--- src/rtl/writeback_arbiter_if.sv ---
// Bundles the pipeline WB request, the LU result handshake and the register-file write port.
// The arbiter connects through the slave modport; the driving side uses master.
interface writeback_arbiter_if #(
  parameter int DATA_WIDTH     = 32,
  parameter int REGISTER_WIDTH = 5
);
  logic                      reg_write_w_i;
  logic [REGISTER_WIDTH-1:0] rd_w_i;
  logic [DATA_WIDTH-1:0]     result_w_i;
  logic                      lu_valid_i;
  logic [REGISTER_WIDTH-1:0] lu_rd_i;
  logic [DATA_WIDTH-1:0]     lu_data_i;
  logic                      lu_ready_o;
  logic                      we3_o;
  logic [REGISTER_WIDTH-1:0] a3_o;
  logic [DATA_WIDTH-1:0]     wd3_o;
  logic                      stall_w_o;
  logic                      lu_pending_o;

  modport master (
    output reg_write_w_i, rd_w_i, result_w_i, lu_valid_i, lu_rd_i, lu_data_i,
    input  lu_ready_o, we3_o, a3_o, wd3_o, stall_w_o, lu_pending_o
  );

  modport slave (
    input  reg_write_w_i, rd_w_i, result_w_i, lu_valid_i, lu_rd_i, lu_data_i,
    output lu_ready_o, we3_o, a3_o, wd3_o, stall_w_o, lu_pending_o
  );
endinterface

--- src/rtl/writeback_arbiter.sv ---
// Shares the register-file write port between the pipeline WB stage and a FIFO of LU results.
// Optional macro WB_BYPASS_EN: an LU result may be written the same cycle when nothing else wants the port.
module writeback_arbiter #(
  parameter int DATA_WIDTH     = 32,
  parameter int REGISTER_WIDTH = 5,
  parameter int FIFO_DEPTH     = 2,
  parameter int STARVE_LIMIT   = 4
) (
  input  logic                    clk,
  input  logic                    rst,
  writeback_arbiter_if.slave      bus
);

  localparam int PTR_W    = $clog2(FIFO_DEPTH);
  localparam int CNT_W    = $clog2(FIFO_DEPTH + 1);
  localparam int STARVE_W = (STARVE_LIMIT > 1) ? $clog2(STARVE_LIMIT) : 1;

  typedef enum logic {PIPE, FORCE} stateE;

  stateE                     state_q;
  logic [STARVE_W-1:0]       starve_q, starve_d;
  logic [CNT_W-1:0]          count_q, count_d;
  logic [PTR_W-1:0]          wrPtr_q, wrPtr_d;
  logic [PTR_W-1:0]          rdPtr_q, rdPtr_d;
  logic [REGISTER_WIDTH-1:0] rdMem_q   [FIFO_DEPTH];
  logic [DATA_WIDTH-1:0]     dataMem_q [FIFO_DEPTH];

  logic pipeReq, fifoReq, luReady;
  logic grantPipe, deq, enq, bypass, goForce;

  // Grant decision: a forced drain beats everything, then the pipeline, then the FIFO head.
  always_comb begin
    pipeReq   = bus.reg_write_w_i && (bus.rd_w_i != '0);
    fifoReq   = (count_q != '0);
    luReady   = (count_q != CNT_W'(FIFO_DEPTH));
    grantPipe = 1'b0;
    deq       = 1'b0;
    bypass    = 1'b0;
    if (state_q == FORCE) begin
      deq = fifoReq;
    end else if (pipeReq) begin
      grantPipe = 1'b1;
    end else if (fifoReq) begin
      deq = 1'b1;
    end
`ifdef WB_BYPASS_EN
    else if (bus.lu_valid_i && (bus.lu_rd_i != '0)) begin
      bypass = 1'b1;
    end
`endif
    enq = bus.lu_valid_i && luReady && (bus.lu_rd_i != '0) && !bypass;
  end

  always_comb begin
    wrPtr_d  = enq ? wrPtr_q + PTR_W'(1) : wrPtr_q;
    rdPtr_d  = deq ? rdPtr_q + PTR_W'(1) : rdPtr_q;
    count_d  = count_q;
    if (enq && !deq) begin
      count_d = count_q + CNT_W'(1);
    end else if (deq && !enq) begin
      count_d = count_q - CNT_W'(1);
    end
    // The head is starving only while it waits in PIPE; any drain or an empty FIFO clears the count.
    goForce  = 1'b0;
    starve_d = '0;
    if ((state_q == PIPE) && fifoReq && !deq) begin
      if (starve_q == STARVE_W'(STARVE_LIMIT - 1)) begin
        goForce = 1'b1;
      end else begin
        starve_d = starve_q + STARVE_W'(1);
      end
    end
  end

  always_comb begin
    bus.lu_ready_o   = 1'b0;
    bus.lu_pending_o = 1'b0;
    bus.stall_w_o    = 1'b0;
    bus.we3_o        = 1'b0;
    bus.a3_o         = '0;
    bus.wd3_o        = '0;
    if (!rst) begin
      bus.lu_ready_o   = luReady;
      bus.lu_pending_o = fifoReq;
      bus.stall_w_o    = (state_q == FORCE);
      if (grantPipe) begin
        bus.we3_o = 1'b1;
        bus.a3_o  = bus.rd_w_i;
        bus.wd3_o = bus.result_w_i;
      end else if (deq) begin
        bus.we3_o = 1'b1;
        bus.a3_o  = rdMem_q[rdPtr_q];
        bus.wd3_o = dataMem_q[rdPtr_q];
      end else if (bypass) begin
        bus.we3_o = 1'b1;
        bus.a3_o  = bus.lu_rd_i;
        bus.wd3_o = bus.lu_data_i;
      end
    end
  end

  always_ff @(posedge clk) begin
    if (rst) begin
      state_q  <= PIPE;
      starve_q <= '0;
      count_q  <= '0;
      wrPtr_q  <= '0;
      rdPtr_q  <= '0;
    end else begin
      case (state_q)
        PIPE:    state_q <= goForce ? FORCE : PIPE;
        FORCE:   state_q <= PIPE;
        default: state_q <= PIPE;
      endcase
      starve_q <= starve_d;
      count_q  <= count_d;
      wrPtr_q  <= wrPtr_d;
      rdPtr_q  <= rdPtr_d;
    end
  end

  // Entry storage needs no reset; the count alone decides which slots are live.
  always_ff @(posedge clk) begin
    if (!rst && enq) begin
      rdMem_q[wrPtr_q]   <= bus.lu_rd_i;
      dataMem_q[wrPtr_q] <= bus.lu_data_i;
    end
  end

endmodule

--- src/flat_wrapper.sv ---
// flat-port wrapper written by rule: the top's interface ports become plain ports
module writeback_arbiter_flat 
#(
  parameter int DATA_WIDTH     = 32,
  parameter int REGISTER_WIDTH = 5,
  parameter int FIFO_DEPTH     = 2,
  parameter int STARVE_LIMIT   = 4
)
  (clk, rst, bus_reg_write_w_i, bus_rd_w_i, bus_result_w_i, bus_lu_valid_i, bus_lu_rd_i, bus_lu_data_i, bus_lu_ready_o, bus_we3_o, bus_a3_o, bus_wd3_o, bus_stall_w_o, bus_lu_pending_o);
  writeback_arbiter_if #(.DATA_WIDTH(DATA_WIDTH), .REGISTER_WIDTH(REGISTER_WIDTH)) bus_i ();
  input  logic clk;
  input  logic rst;
  input wire logic [$bits(bus_i.reg_write_w_i)-1:0] bus_reg_write_w_i;
  input wire logic [$bits(bus_i.rd_w_i)-1:0] bus_rd_w_i;
  input wire logic [$bits(bus_i.result_w_i)-1:0] bus_result_w_i;
  input wire logic [$bits(bus_i.lu_valid_i)-1:0] bus_lu_valid_i;
  input wire logic [$bits(bus_i.lu_rd_i)-1:0] bus_lu_rd_i;
  input wire logic [$bits(bus_i.lu_data_i)-1:0] bus_lu_data_i;
  output wire logic [$bits(bus_i.lu_ready_o)-1:0] bus_lu_ready_o;
  output wire logic [$bits(bus_i.we3_o)-1:0] bus_we3_o;
  output wire logic [$bits(bus_i.a3_o)-1:0] bus_a3_o;
  output wire logic [$bits(bus_i.wd3_o)-1:0] bus_wd3_o;
  output wire logic [$bits(bus_i.stall_w_o)-1:0] bus_stall_w_o;
  output wire logic [$bits(bus_i.lu_pending_o)-1:0] bus_lu_pending_o;
  assign bus_i.reg_write_w_i = bus_reg_write_w_i;
  assign bus_i.rd_w_i = bus_rd_w_i;
  assign bus_i.result_w_i = bus_result_w_i;
  assign bus_i.lu_valid_i = bus_lu_valid_i;
  assign bus_i.lu_rd_i = bus_lu_rd_i;
  assign bus_i.lu_data_i = bus_lu_data_i;
  assign bus_lu_ready_o = bus_i.lu_ready_o;
  assign bus_we3_o = bus_i.we3_o;
  assign bus_a3_o = bus_i.a3_o;
  assign bus_wd3_o = bus_i.wd3_o;
  assign bus_stall_w_o = bus_i.stall_w_o;
  assign bus_lu_pending_o = bus_i.lu_pending_o;
  writeback_arbiter #(.DATA_WIDTH(DATA_WIDTH), .REGISTER_WIDTH(REGISTER_WIDTH), .FIFO_DEPTH(FIFO_DEPTH), .STARVE_LIMIT(STARVE_LIMIT)) u_core (.clk(clk), .rst(rst), .bus(bus_i));
endmodule
--- config.mk ---
export PLATFORM = sky130hd
export DESIGN_NAME = writeback_arbiter_flat
export DESIGN_NICKNAME = d
export VERILOG_FILES = /design/src/rtl/writeback_arbiter_if.sv /design/src/rtl/writeback_arbiter.sv /design/src/flat_wrapper.sv
export SDC_FILE = /design/constraint.sdc
export NUM_CORES = 1
export LEC_CHECK = 0
export BUFFER_PORTS_ARGS = -buffer_cell sky130_fd_sc_hd__buf_4
export CAP_MARGIN = 20
export CORE_ASPECT_RATIO = 0.9
export CORE_MARGIN = 1
export CORE_UTILIZATION = 50
export CTS_BUF_LIST = sky130_fd_sc_hd__clkbuf_2 sky130_fd_sc_hd__clkbuf_4 sky130_fd_sc_hd__clkbuf_8
export DETAILED_ROUTE_END_ITERATION = 12
export PLACE_DENSITY_LB_ADDON = 0.05
export RECOVER_POWER = 100
export SYNTH_ARGS = -nofsm -noshare
export SYNTH_HDL_FRONTEND = slang
export SYNTH_SLANG_ARGS = --single-unit
--- constraint.sdc ---
create_clock -name clk -period 8.2 [get_ports clk]
set_clock_uncertainty 0.2 [all_clocks]
set_input_delay 1.64 -clock clk [delete_from_list [all_inputs] [get_ports clk]]
set_output_delay 1.64 -clock clk [all_outputs]
set_load 0.01 [all_outputs]
After elaboration in Yosys (flattened, before gate mapping)
Memory sizes are Yosys's and may differ from the RTL's. A register that Yosys moved wholly into a read port is not among the register bits.
Cells that the tools add are included.
Word-level totals
  flip-flop bits (word level): 7
  bits in writable memories: 74
  input bits: 78
  output and inout port bits: 41
  word-level logic and storage cells: 61
  memories: 2
Memory list
  u_core.dataMem_q: words 2, bits a word 32, rd ports 1, clocked after memory_dff 1, write ports 1, line writeback_arbiter.sv:26  | logic [DATA_WIDTH-1:0] dataMem_q [FIFO_DEPTH];
  u_core.rdMem_q: words 2, bits a word 5, rd ports 1, clocked after memory_dff 1, write ports 1, line writeback_arbiter.sv:25  | logic [REGISTER_WIDTH-1:0] rdMem_q [FIFO_DEPTH];
Operators by class
  $add $sub $neg: 5
  equal/unequal tests: 2
  mux-type cells: 29
  bitwise operators: 2
  reductions and logical operators: 16
Operators with widths (count)
  $mux 32: 3
  $mux 1: 20
  $mux 5: 3
  $reduce_bool 5->1: 2
  $logic_and 1x1->1: 8
  $add 2x1->2 const B: 2
  $mux 2: 2
  $reduce_bool 2->1: 2
  $logic_not 1->1: 3
  $reduce_or 3->1: 1
  $add 1x1->1 const B: 2
  $eq 2x2->1 const B: 1
  $ne 2x2->1 const B: 1
  $not 1->1: 2
  $pmux 1 s2: 1
  $sub 2x1->2 const B: 1

Logic depth before layout (Yosys ltp)
Gate-level depths: netlist (run 1).
  word-level depth: 9
  gate-level depth with buffers: 9
  mapped depth without buffers: 7

Worst setup path before layout (run 1)
No wires, ideal clock.
  path type: input port to flip-flop
  from: input bus_lu_rd_i[0]
  to: memory u_core.dataMem_q[0][0], enable pin
  library setup time: 0.477 ns
  arrival: 4.469 ns
  required time: 7.523 ns
  path slack: 3.054 ns
  cell stages on the path: 3
  buffers on the path: 0
  cell sequence: or4_1 o221ai_1 nor3_1
On the way
  longest elaborated chain between the ends: 5
Ends and longest elaborated chain
  from (decl): line flat_wrapper.sv:17  | input wire logic [$bits(bus_i.lu_rd_i)-1:0] bus_lu_rd_i;
  $reduce_bool 5->1: line writeback_arbiter.sv:51  | enq = bus.lu_valid_i && luReady && (bus.lu_rd_i != '0) && !bypass;
  $logic_and 1x1->1: line writeback_arbiter.sv:51
  $logic_and 1x1->1: line writeback_arbiter.sv:124  | if (!rst && enq) begin
  $mux 1: line writeback_arbiter.sv:124
  $mux 1 (not written as such): line writeback_arbiter.sv:126  | dataMem_q[wrPtr_q] <= bus.lu_data_i;
  to (decl): line writeback_arbiter.sv:26
No other way between the ends.

Final worst setup path (run 1)
  from: input bus_reg_write_w_i
  to: output bus_wd3_o[17]
On the way
  longest elaborated chain between the ends: 6
  elaborated cells on any way between the ends: 8
  those cells by class: 7 x mux; 1 x reduce/logical
Ends and longest elaborated chain
  from (decl): line flat_wrapper.sv:13  | input wire logic [$bits(bus_i.reg_write_w_i)-1:0] bus_reg_write_w_i;
  $logic_and 1x1->1 (*): line writeback_arbiter.sv:33  | pipeReq = bus.reg_write_w_i && (bus.rd_w_i != '0);
  $mux 1: line writeback_arbiter.sv:41  | end else if (pipeReq) begin
  $mux 1: line writeback_arbiter.sv:39  | if (state_q == FORCE) begin
  $mux 32: line writeback_arbiter.sv:90  | end else if (deq) begin
  $mux 32 (*): line writeback_arbiter.sv:86  | if (grantPipe) begin
  $mux 32 (*): line writeback_arbiter.sv:82  | if (!rst) begin
  to (decl): line flat_wrapper.sv:22  | output wire logic [$bits(bus_i.wd3_o)-1:0] bus_wd3_o;
Mark *: on every way between the ends. The rest lies on a longest branch, timed or not.

==> results of run 1 <==
## through the flow
| stage | std cells | util, % |
|---|---|---|
| 3_5_place_dp | 480 | 65.1 |
| 4_1_cts | 496 | 68.6 |
| 6_report | 497 | 65.8 |
| 3_3_place_gp | 479 | 65.0 |
| 2_1_floorplan | 286 | - |
| 5_1_grt | 497 | 65.8 |
## per-layer routing
| layer | GRT usage [%] | vias to the layer above | part of all wire, % | wire length [um] |
|---|---|---|---|---|
| li1 | - | 1285 | - | - |
| met1 | 29.1 | 1257 | 44 | 3410 |
| met2 | 34.4 | 93 | 48 | 3680 |
| met3 | 4.30 | 5 | 7.0 | 536 |
| met4 | 8.24 | 0 | 0.84 | 65 |
| met5 | 0 | - | 0 | 0 |
## power breakdown
part	internal [mW]	switching (mW)	leakage, nW
combinational	0.119	0.139	0.788
clock	0.204	0.133	0.124
sequential	0.504	0.0351	0.743
total	0.826	0.306	1.66
## state kept, by name (all words and copies together), names as in the netlist, named ones only
register / flops
u_core.count_q: 2
u_core.starve_q: 2
u_core.dataMem_q: 64
u_core.rdMem_q: 10
u_core.state_q: 1
u_core.rdPtr_q: 1
u_core.wrPtr_q: 1
## cells in the mapped netlist, types with 2 or more instances
cell      number
a21oi_1       41
buf_2          3
buf_4          2
clkbuf_1      15
dfxtp_1        8
edfxtp_1      74
ha_1           2
inv_1          3
mux2_2        37
nand2_1       39
nand3_1       36
nor2_1         5
nor2b_1        2
nor3_1         2
o21ai_0        2
or3_1          2
xor2_1         3
## worst max path at each step
stage | to | slack [ns] | depth (start not counted)
4_1_cts | bus_wd3_o[17] | 2.64 | 6
6_report | bus_wd3_o[17] | 2.18 | 7
2_1_floorplan | u_core.dataMem_q[0][0]$_DFFE_PP_ | 3.05 | 3
3_3_place_gp | bus_wd3_o[0] | 2.70 | 6
5_1_grt | bus_wd3_o[8] | 1.94 | 7
3_5_place_dp | bus_wd3_o[17] | 2.66 | 6
## area by class of cell
cell class / count / area, sq um / share of cell area (%)
clock buffers: 14 / 180 / 3.89
clock inverters: 2 / 60.1 / 1.30
inverters: 3 / 11.3 / 0.243
multi-input cells: 180 / 1150 / 24.8
flip-flops and latches: 82 / 2380 / 51.5
well taps: 93 / 116 / 2.51
repair buffers: 123 / 729 / 15.8
## cells by family after synthesis
logic type / share of synthesized area (%)
buffers and inverters: 3.00
adders and majority gates: 0.690
muxes: 11.5
AOI/OAI and AO/OA: 7.07
DFF: 65.7
and+or+nand+nor: 11.4
xor gates and xnor gates: 0.724
## cell usage in the layout (no fill, tap or decap)
master     Yosys  layout
inv_1          3       3
nand3_1       36      36
dfxtp_1        8       7
and3_1         1       1
nor3_1         2       2
edfxtp_1      74      74
or3_1          2       2
nor2_1         5       5
clkbuf_8       0      12
nand2_1       39      39
buf_12         0       1
o21ai_4        0       1
or4_1          1       1
o21a_1         1       1
buf_4          2      39
nor2b_1        2       2
o2111a_1       1       1
o21ai_0        2       2
clkbuf_4       0      30
ha_1           2       2
o221ai_1       1       1
mux2_2        37      37
xor2_1         3       3
clkbuf_1      15      55
a21oi_1       41      41
a32oi_1        1       1
dfxtp_2        0       1
or4_4          1       1
bufinv_16      0       2
nor3b_1        1       1
## worst register-to-register path, delay by kind of cell (launching register included)
family	cells	cell delay [ns]
AO/OA/AOI/OAI	1	0.20
buffers and inverters	2	1.51
flip-flops	1	0.42
AND/OR/NAND/NOR	1	0.96
==> impl_metrics.tcl, run 1 <==
set metrics [dict create \
    status "finished, violations left" \
    violations "capacitance limit, slew limit" \
    crit_path_frequent_cell "clkbuf_1" \
    slew_headroom_pct -39.3 \
    fin_ws_ns 2.18 \
    ys_ff_latch 82 \
    grt_first_pass_wirelength_um 12500 \
    timing.setup.tns_ns 0 \
    r2r.worst_path.cells 4 \
    finalNetCount 479 \
    rows 29 \
    diodes 0 \
    min_period_over_period_pct 73.4 \
    fmax_ghz 0.166 \
    gp_congestion 0.714 \
    synth.largest_area_cell "edfxtp_1" \
    die_x_um 91.8 \
    worstHoldStart "u_core.starve_q[0]$_SDFF_PP0_" \
    nFillCells 610 \
    synth-edff-count 74 \
    die_y_um 82.8 \
    postRouteAntennaNets 0 \
    cp-start-kind "input pin" \
    dieArea_sq_um 7600 \
    grt_usage_pct 21.5 \
    slowest_stage "clkbuf_1" \
    stdcell_area_sq_um 4630 \
    layout-drive-gt1-share_pct 30.7 \
    crit_fanout 22 \
    synthesis.nets 366 \
    vias 2640 \
    syn_area_sq_um 3630 \
    ys_warn_count 0 \
    slew_violations 86 \
    core_area_sq_um 7040 \
    path_class "input pin to output pin" \
    powerDensity_nw_per_um2 245 \
    avgSynthCellArea_sq_um 12.7 \
    hold_violations 0 \
    place_hpwl_um 4930 \
    cts_buffer_depth 2 \
    critPathMaxStageDelay_ns 0.80 \
    reg2reg_slack_ns 4.51 \
    dpl_cell_area_sq_um 4590 \
    antenna_found_initial 0 \
    overflow 0 \
    synth_top_area_share_pct 61.2 \
    reg2reg_to "u_core.dataMem_q[0][12]$_DFFE_PP_" \
    grt_pass1_vias 2578 \
    arrival_ns 4.18 \
    cp-startpoint "bus_reg_write_w_i" \
    cp_top_family "buffers and inverters" \
    yosys.cell_types.count 27 \
    cp_num_buf_inv 3 \
    initial_core_util_pct 51.5 \
    cap_violations 2 \
    synth.area.top_cells "edfxtp_1 61%, mux2_2 11%, a21oi_1 5.7%" \
    postCtsSetupBuffers 0 \
    yosysSeqAreaShare_pct 65.7 \
    cts_tree "yes" \
    min_to "u_core.starve_q[0]$_SDFF_PP0_" \
    p_total_mw 1.13 \
    cts-root-buf "clkbuf_8" \
    path_cells "clkbuf_4 -> nor2b_1 -> o21a_1 -> clkbuf_1 -> nand2_1 -> a21oi_1 -> clkbuf_1" \
    viasPerCell 5.31 \
    rsz0062_at_grt "no" \
    cts_hold_buf 0 \
    portBuffers 118 \
    hold_class "register to register" \
    wire_per_inst_um 15.5 \
    htree_levels 3 \
    regToRegStartpoint "u_core.count_q[0]$_SDFFE_PP0P_" \
    syn2layout_area_growth_pct 27.6 \
    power.leakage_nw 1.66 \
    drc 0 \
    required_ns 6.36 \
    clk_latency_ns 0.34 \
    ctsResizeCount 0 \
    ir_drop_v 0.000153 \
    finalSetupViolations 0 \
    fin_crit_ns 6.02 \
    ys.flop_type "edfxtp_1" \
    cts_made_buffers 9 \
    dr.pass1.iters 4 \
    drt-initial-drc-count 162 \
    synthArstFlopShare_pct 0 \
    hold_ws_ns 0.274 \
    cp-end-kind "output pin" \
    cts_sinks 82 \
    boundaryPins 119 \
    tightestPinTransition_ns 2.09 \
    min_path_cells 1 \
    netlist_instances 286 \
    pre_cts_ws_ns 2.66 \
    path_clk_slew_ns 0.08 \
    drt-total-wl_um 7700 \
    grt_max_degree 48 \
]
(Power assumes the default switching activity.)
==> run 2: changes to the inputs <==
ABC_AREA = 1   (was not set)
clock period = 5.8 ns   (was 8.2 ns; I/O delays follow)
==> run 2 against run 1 <==
Compared with the run above:
- the run still ends with capacitance limit, slew limit left
- core utilization down 0.34 points
- area after synthesis up 5.7%
- cell count up 18%
- register-to-register slack worse by 2.4 ns
- combinational power up 60%
- via count up 17%
- cell area up 2.1%
- global-route usage up 0.44 points
- setup slack worse by 0.84 ns
- clock power up 29%
- total power up 40%
==> impl_metrics.tcl, run 2 <==
set metrics [dict create \
    status "finished, violations left" \
    violations "capacitance limit, slew limit" \
    grt_pass1_vias 2889 \
    yosys-top-cells-count "74 x edfxtp_1, 74 x nand3_1, 47 x inv_1, 47 x nand2_1, 40 x a21oi_1" \
    fin_crit_ns 4.46 \
    final_cell_mix "74 x nand3_1, 74 x edfxtp_1, 50 x clkbuf_1" \
    viasPerCell 5.24 \
    cts_sinks 82 \
    min_period_over_period_pct 76.9 \
    gp_congestion 0.743 \
    synth.largest_area_cell "edfxtp_1" \
    cts_buffer_depth 2 \
    cts_made_buffers 9 \
    powerDensity_nw_per_um2 337 \
    top_regs "u_core.dataMem_q x64, u_core.rdMem_q x10" \
    regArea_sq_um 2380 \
    synth.area.top_cells "edfxtp_1 58%, nand3_1 9.7%, a21oi_1 5.2%" \
    avgSynthCellArea_sq_um 9.99 \
    cts_tree "yes" \
    grt_max_degree 75 \
    fmax_ghz 0.224 \
    fin_util_pct 65.4 \
    grt_first_pass_wirelength_um 13400 \
    multiInputGateArea_sq_um 1080 \
    drt-total-wl_um 8280 \
    path_class "input pin to output pin" \
    hold_ws_ns 0.247 \
    syn2layout_area_growth_pct 23.2 \
    finalNetCount 570 \
    dieArea_sq_um 8020 \
    nFillCells 661 \
    synth_top_area_share_pct 57.9 \
    portBuffers 118 \
    dr.pass1.iters 4 \
    crit_fanout 40 \
    slew_headroom_pct -109 \
    path_clk_slew_ns 0.07 \
    grt_usage_pct 21.9 \
    slew_violations 38 \
    p_comb_share_pct 25.8 \
    postRouteAntennaNets 0 \
    cp-end-kind "output pin" \
    ys_warn_count 0 \
    drc 0 \
    timing.setup.tns_ns 0 \
    die_x_um 94.3 \
    rsz0062_at_grt "no" \
    p_sw_share_pct 30.9 \
    synthArstFlopShare_pct 0 \
    wire_per_inst_um 14.1 \
    intPower_mw 1.10 \
    p_seq_share_pct 46.9 \
    postCtsSetupBuffers 0 \
    cap_violations 1 \
    hold_violations 0 \
    top_register "u_core.dataMem_q" \
    finalSetupViolations 0 \
    synthesis.nets 464 \
    finalNonFillerCells 587 \
    required_ns 4.44 \
    cts-root-buf "clkbuf_8" \
    syn_area_sq_um 3830 \
    cp-start-kind "input pin" \
    cts_hold_buf 0 \
    power.leakage_nw 1.82 \
    largest_reg_flops 64 \
    vias 3078 \
    power_switching_mw 0.491 \
    tightestPinTransition_ns 3.12 \
    yosysSeqAreaShare_pct 62.1 \
    ys_ff_latch 82 \
    antenna_found_initial 0 \
    initial_core_util_pct 53.1 \
    core_area_sq_um 7220 \
    overflow 0 \
    drt-initial-drc-count 168 \
    clock_power_share_pct 27.3 \
    diodes 0 \
    ctsResizeCount 0 \
    hold_class "register to register" \
    rows 29 \
    synth-edff-count 74 \
    boundaryPins 119 \
    htree_levels 3 \
    place_hpwl_um 5300 \
    die_y_um 85.1 \
    ir_drop_v 0.000233 \
    arrival_ns 3.10 \
    clk_latency_ns 0.33 \
    dp_cells 571 \
    yosys.cell_types.count 21 \
    netlist_instances 384 \
    layout-drive-gt1-share_pct 18.4 \
    ys.flop_type "edfxtp_1" \
]
==> run 2: cell count changes after synthesis, sizes merged, moves of 3 or more <==
cell    before  now
nor2         5   12
nand2       39   48
nand3       36   75
buf          6   22
clkbuf      15    7
inv          3   47
o21ai        3   42
xor2         3    0
mux2        37    0
==> run 2: logic make-up (layout without fill, tap and decap cells) <==
logic type | after synthesis | in the layout | share of synthesized area, %
fa+ha+maj | 2 | 2 | 0.652
simple gates | 141 | 141 | 16.9
buf+inv | 76 | 186 | 9.43
compound gates | 83 | 83 | 10.9
flops | 82 | 82 | 62.1
==> run 2: path summary, 6_finish.rpt <==
kind,startpoint,end,slack (ns),cells after the start
setup / recovery,bus_rd_w_i[1],bus_wd3_o[26],1.34,7
hold / removal,u_core.starve_q[0]$_SDFF_PP0_,u_core.starve_q[0]$_SDFF_PP0_,0.25,1
hold reg to reg,u_core.starve_q[0]$_SDFF_PP0_,u_core.starve_q[0]$_SDFF_PP0_,0.25,1
setup reg to reg,u_core.count_q[0]$_SDFFE_PP0P_,u_core.dataMem_q[0][21]$_DFFE_PP_,2.06,4
==> run 2: metal layers <==
layer | share of wire, % | GRT usage (%) | vias up
met5 | 0 | 0 | -
met4 | 0.47 | 4.62 | 0
met3 | 8.7 | 6.18 | 4
met2 | 49 | 37.5 | 115
met1 | 42 | 27.7 | 1422
li1 | - | - | 1537
==> run 2: power groups by stage <==
stage	Clock (mW)	Combinational (mW)	Sequential, mW
3_5_place_dp	0	0.415	0.780
3_3_place_gp	0	0.408	0.778
4_1_cts	0.440	0.417	0.768
5_1_grt	0.469	0.470	0.754
6_report	0.435	0.411	0.745
2_1_floorplan	0	0.308	0.738
==> run 2: through the flow <==
stage                     setup slack [ns]  power (mW)  cell area, sq um
after global placement                1.82        1.19              4700
after global routing                  1.07        1.69              4720
after CTS                             1.84        1.62              4910
final                                 1.34        1.59              4720
after floorplan                       1.03        1.05              3830
after detailed placement              1.84        1.20              4700
==> run 2: critical path: stages <==
cell and delay [ns]:
clkbuf_4 0.11, nor2_1 0.12, nand3_2 0.09, nand2_1 1.02
nand3_1 0.22, a21oi_1 0.20, clkbuf_1 0.17
==> run 2: layout make-up <==
cell class	count	area share (%)
sequential	82	50.5
clock inverter	5	1.69
timing repair buffer	124	16.0
tap	93	2.46
clock buffer	10	2.78
multi-input combinational	226	22.9
inverter	47	3.73
==> run 3: changes to the inputs <==
clock period = 4.36 ns   (was 5.8 ns; I/O delays follow)
==> run 3 against run 2 <==
Compared with the run above:
- cell count unchanged
- total power up 28%
- via count down 0.52%
- the flow still finishes with violations (capacitance limit, slew limit)
- die area unchanged
- critical path type is now input pin to register
==> impl_metrics.tcl, run 3 (same netlist as run 2, synthesis figures left out) <==
set metrics [dict create \
    cts_hold_buf 0 \
    arrival_ns 3.56 \
    drt-total-wl_um 8320 \
    rsz0062_at_grt "no" \
    power.leakage_nw 1.82 \
    p_total_mw 2.04 \
    ctsResizeCount 0 \
    diodes 0 \
    drc 0 \
    largest_reg_flops 64 \
    cts_made_buffers 9 \
    r2r.worst_path.cells 5 \
    timing.setup.tns_ns 0 \
    core_area_sq_um 7220 \
    antenna_found_initial 0 \
    cts_sinks 82 \
    fin_util_pct 65.2 \
    final_cell_mix "74 x nand3_1, 74 x edfxtp_1, 49 x clkbuf_1" \
    grt_first_pass_wirelength_um 13700 \
    cts_buffer_depth 2 \
    finalNetCount 570 \
    hold_violations 0 \
    nFillCells 643 \
    cp_num_buf_inv 2 \
    gp_congestion 0.703 \
    top_regs "u_core.dataMem_q x64, u_core.rdMem_q x10" \
    path_class "input pin to register" \
    die_y_um 85.1 \
    finalSetupViolations 0 \
    min_path_cells 1 \
    cp.depth 5 \
    dr.pass1.iters 5 \
    die_x_um 94.3 \
    slew_headroom_pct -77.1 \
    cap_violations 2 \
    required_ns 4.20 \
    initial_core_util_pct 53.1 \
    slew_violations 41 \
    cts-root-buf "clkbuf_8" \
    grt_pass1_vias 2935 \
    path_cells "buf_4 -> a21boi_0 -> nand2_1 -> nor3_1 -> buf_12" \
    vias 3062 \
    wire_per_inst_um 14.2 \
    hold_class "register to register" \
    boundaryPins 119 \
    postCtsSetupBuffers 0 \
    min_period_over_period_pct 85.3 \
    regArea_sq_um 2380 \
    place_hpwl_um 5330 \
    status "finished, violations left" \
    slowest_stage "nor3_1" \
    postRouteAntennaNets 0 \
    critPathMaxStageDelay_ns 1.99 \
    htree_levels 3 \
    overflow 0 \
    clk_latency_ns 0.34 \
    multiInputGateArea_sq_um 1090 \
    viasPerCell 5.22 \
    powerDensity_nw_per_um2 433 \
    violations "capacitance limit, slew limit" \
    grt_max_degree 50 \
    tightestPinTransition_ns 2.64 \
    fmax_ghz 0.269 \
    syn2layout_area_growth_pct 22.7 \
    grt_usage_pct 22.5 \
    path_clk_slew_ns 0.07 \
    drt-initial-drc-count 204 \
    top_register "u_core.dataMem_q" \
    cp-start-kind "input pin" \
    crit_fanout 21 \
    rows 29 \
    fin_crit_ns 3.72 \
    portBuffers 118 \
    dieArea_sq_um 8020 \
    cp_top_family "simple AND/OR/NAND/NOR gates" \
    layout-drive-gt1-share_pct 18.4 \
    ir_drop_v 0.000236 \
    cp-end-kind "register" \
    cts_tree "yes" \
]
run 3: cell count changes in the layout (fill, tap and decap cells not counted):
cell	delta
buf_4	+5
bufinv_16	-1
clkbuf_1	-1
clkbuf_4	-4
clkinv_1	+3
clkinvlp_4	-2
nand2_1	-1
nand2_2	+1
nor2_1	-1
nor2_4	+1
run 3: worst reg2reg max path: cells and delay by family, from the launching register on:
family	cells	cell delay (ns)
AND/OR/NAND/NOR	2	2.15
flip-flops	1	0.31
buffers and inverters	2	0.35
AO/OA/AOI/OAI	1	0.19
run 3: stage by stage:
| stage | worst slack [ns] | std cells | cell area (sq um) | hold slack (ns) |
|---|---|---|---|---|
| after CTS | 0.996 | 587 | 4910 | 0.241 |
| after detailed placement | 1.00 | 572 | 4730 | 0.230 |
| final | 0.640 | 587 | 4700 | 0.240 |
| after global placement | 1.04 | 572 | 4730 | 0.214 |
| after floorplan | 0.916 | 384 | 3840 | 0.208 |
| after global routing | 0.405 | 587 | 4700 | 0.280 |
run 3: layout make-up:
cell class / instances / share of cell area, %
clock buffers: 10 / 2.79
inverters: 47 / 3.75
flip-flops and latches: 82 / 50.7
multi-input cells: 226 / 23.2
well taps: 93 / 2.47
repair buffers: 124 / 16.1
clock inverters: 5 / 0.984
run 3: power by group:
part           switching, mW  total (mW)  internal (mW)  leakage (nW)
Combinational          0.341       0.529          0.189         0.986
Sequential            0.0557        1.00          0.946         0.743
Clock                  0.247       0.508          0.261        0.0921
Total                  0.643        2.04           1.40          1.82
run 3: path summary, 6_finish.rpt:
path	slack, ns	start	end
hold reg to reg	0.24	u_core.starve_q[0]$_SDFF_PP0_	u_core.starve_q[0]$_SDFF_PP0_
setup reg to reg	0.85	u_core.count_q[0]$_SDFFE_PP0P_	u_core.dataMem_q[1][28]$_DFFE_PP_
hold / removal	0.24	u_core.starve_q[0]$_SDFF_PP0_	u_core.starve_q[0]$_SDFF_PP0_
setup / recovery	0.64	bus_lu_valid_i	u_core.dataMem_q[1][28]$_DFFE_PP_
run 3: layer usage:
metal	share of wire (%)	global-route usage (%)
met5	0	0
met4	1.3	7.27
met3	7.6	5.82
met2	49	37.9
met1	43	28.3
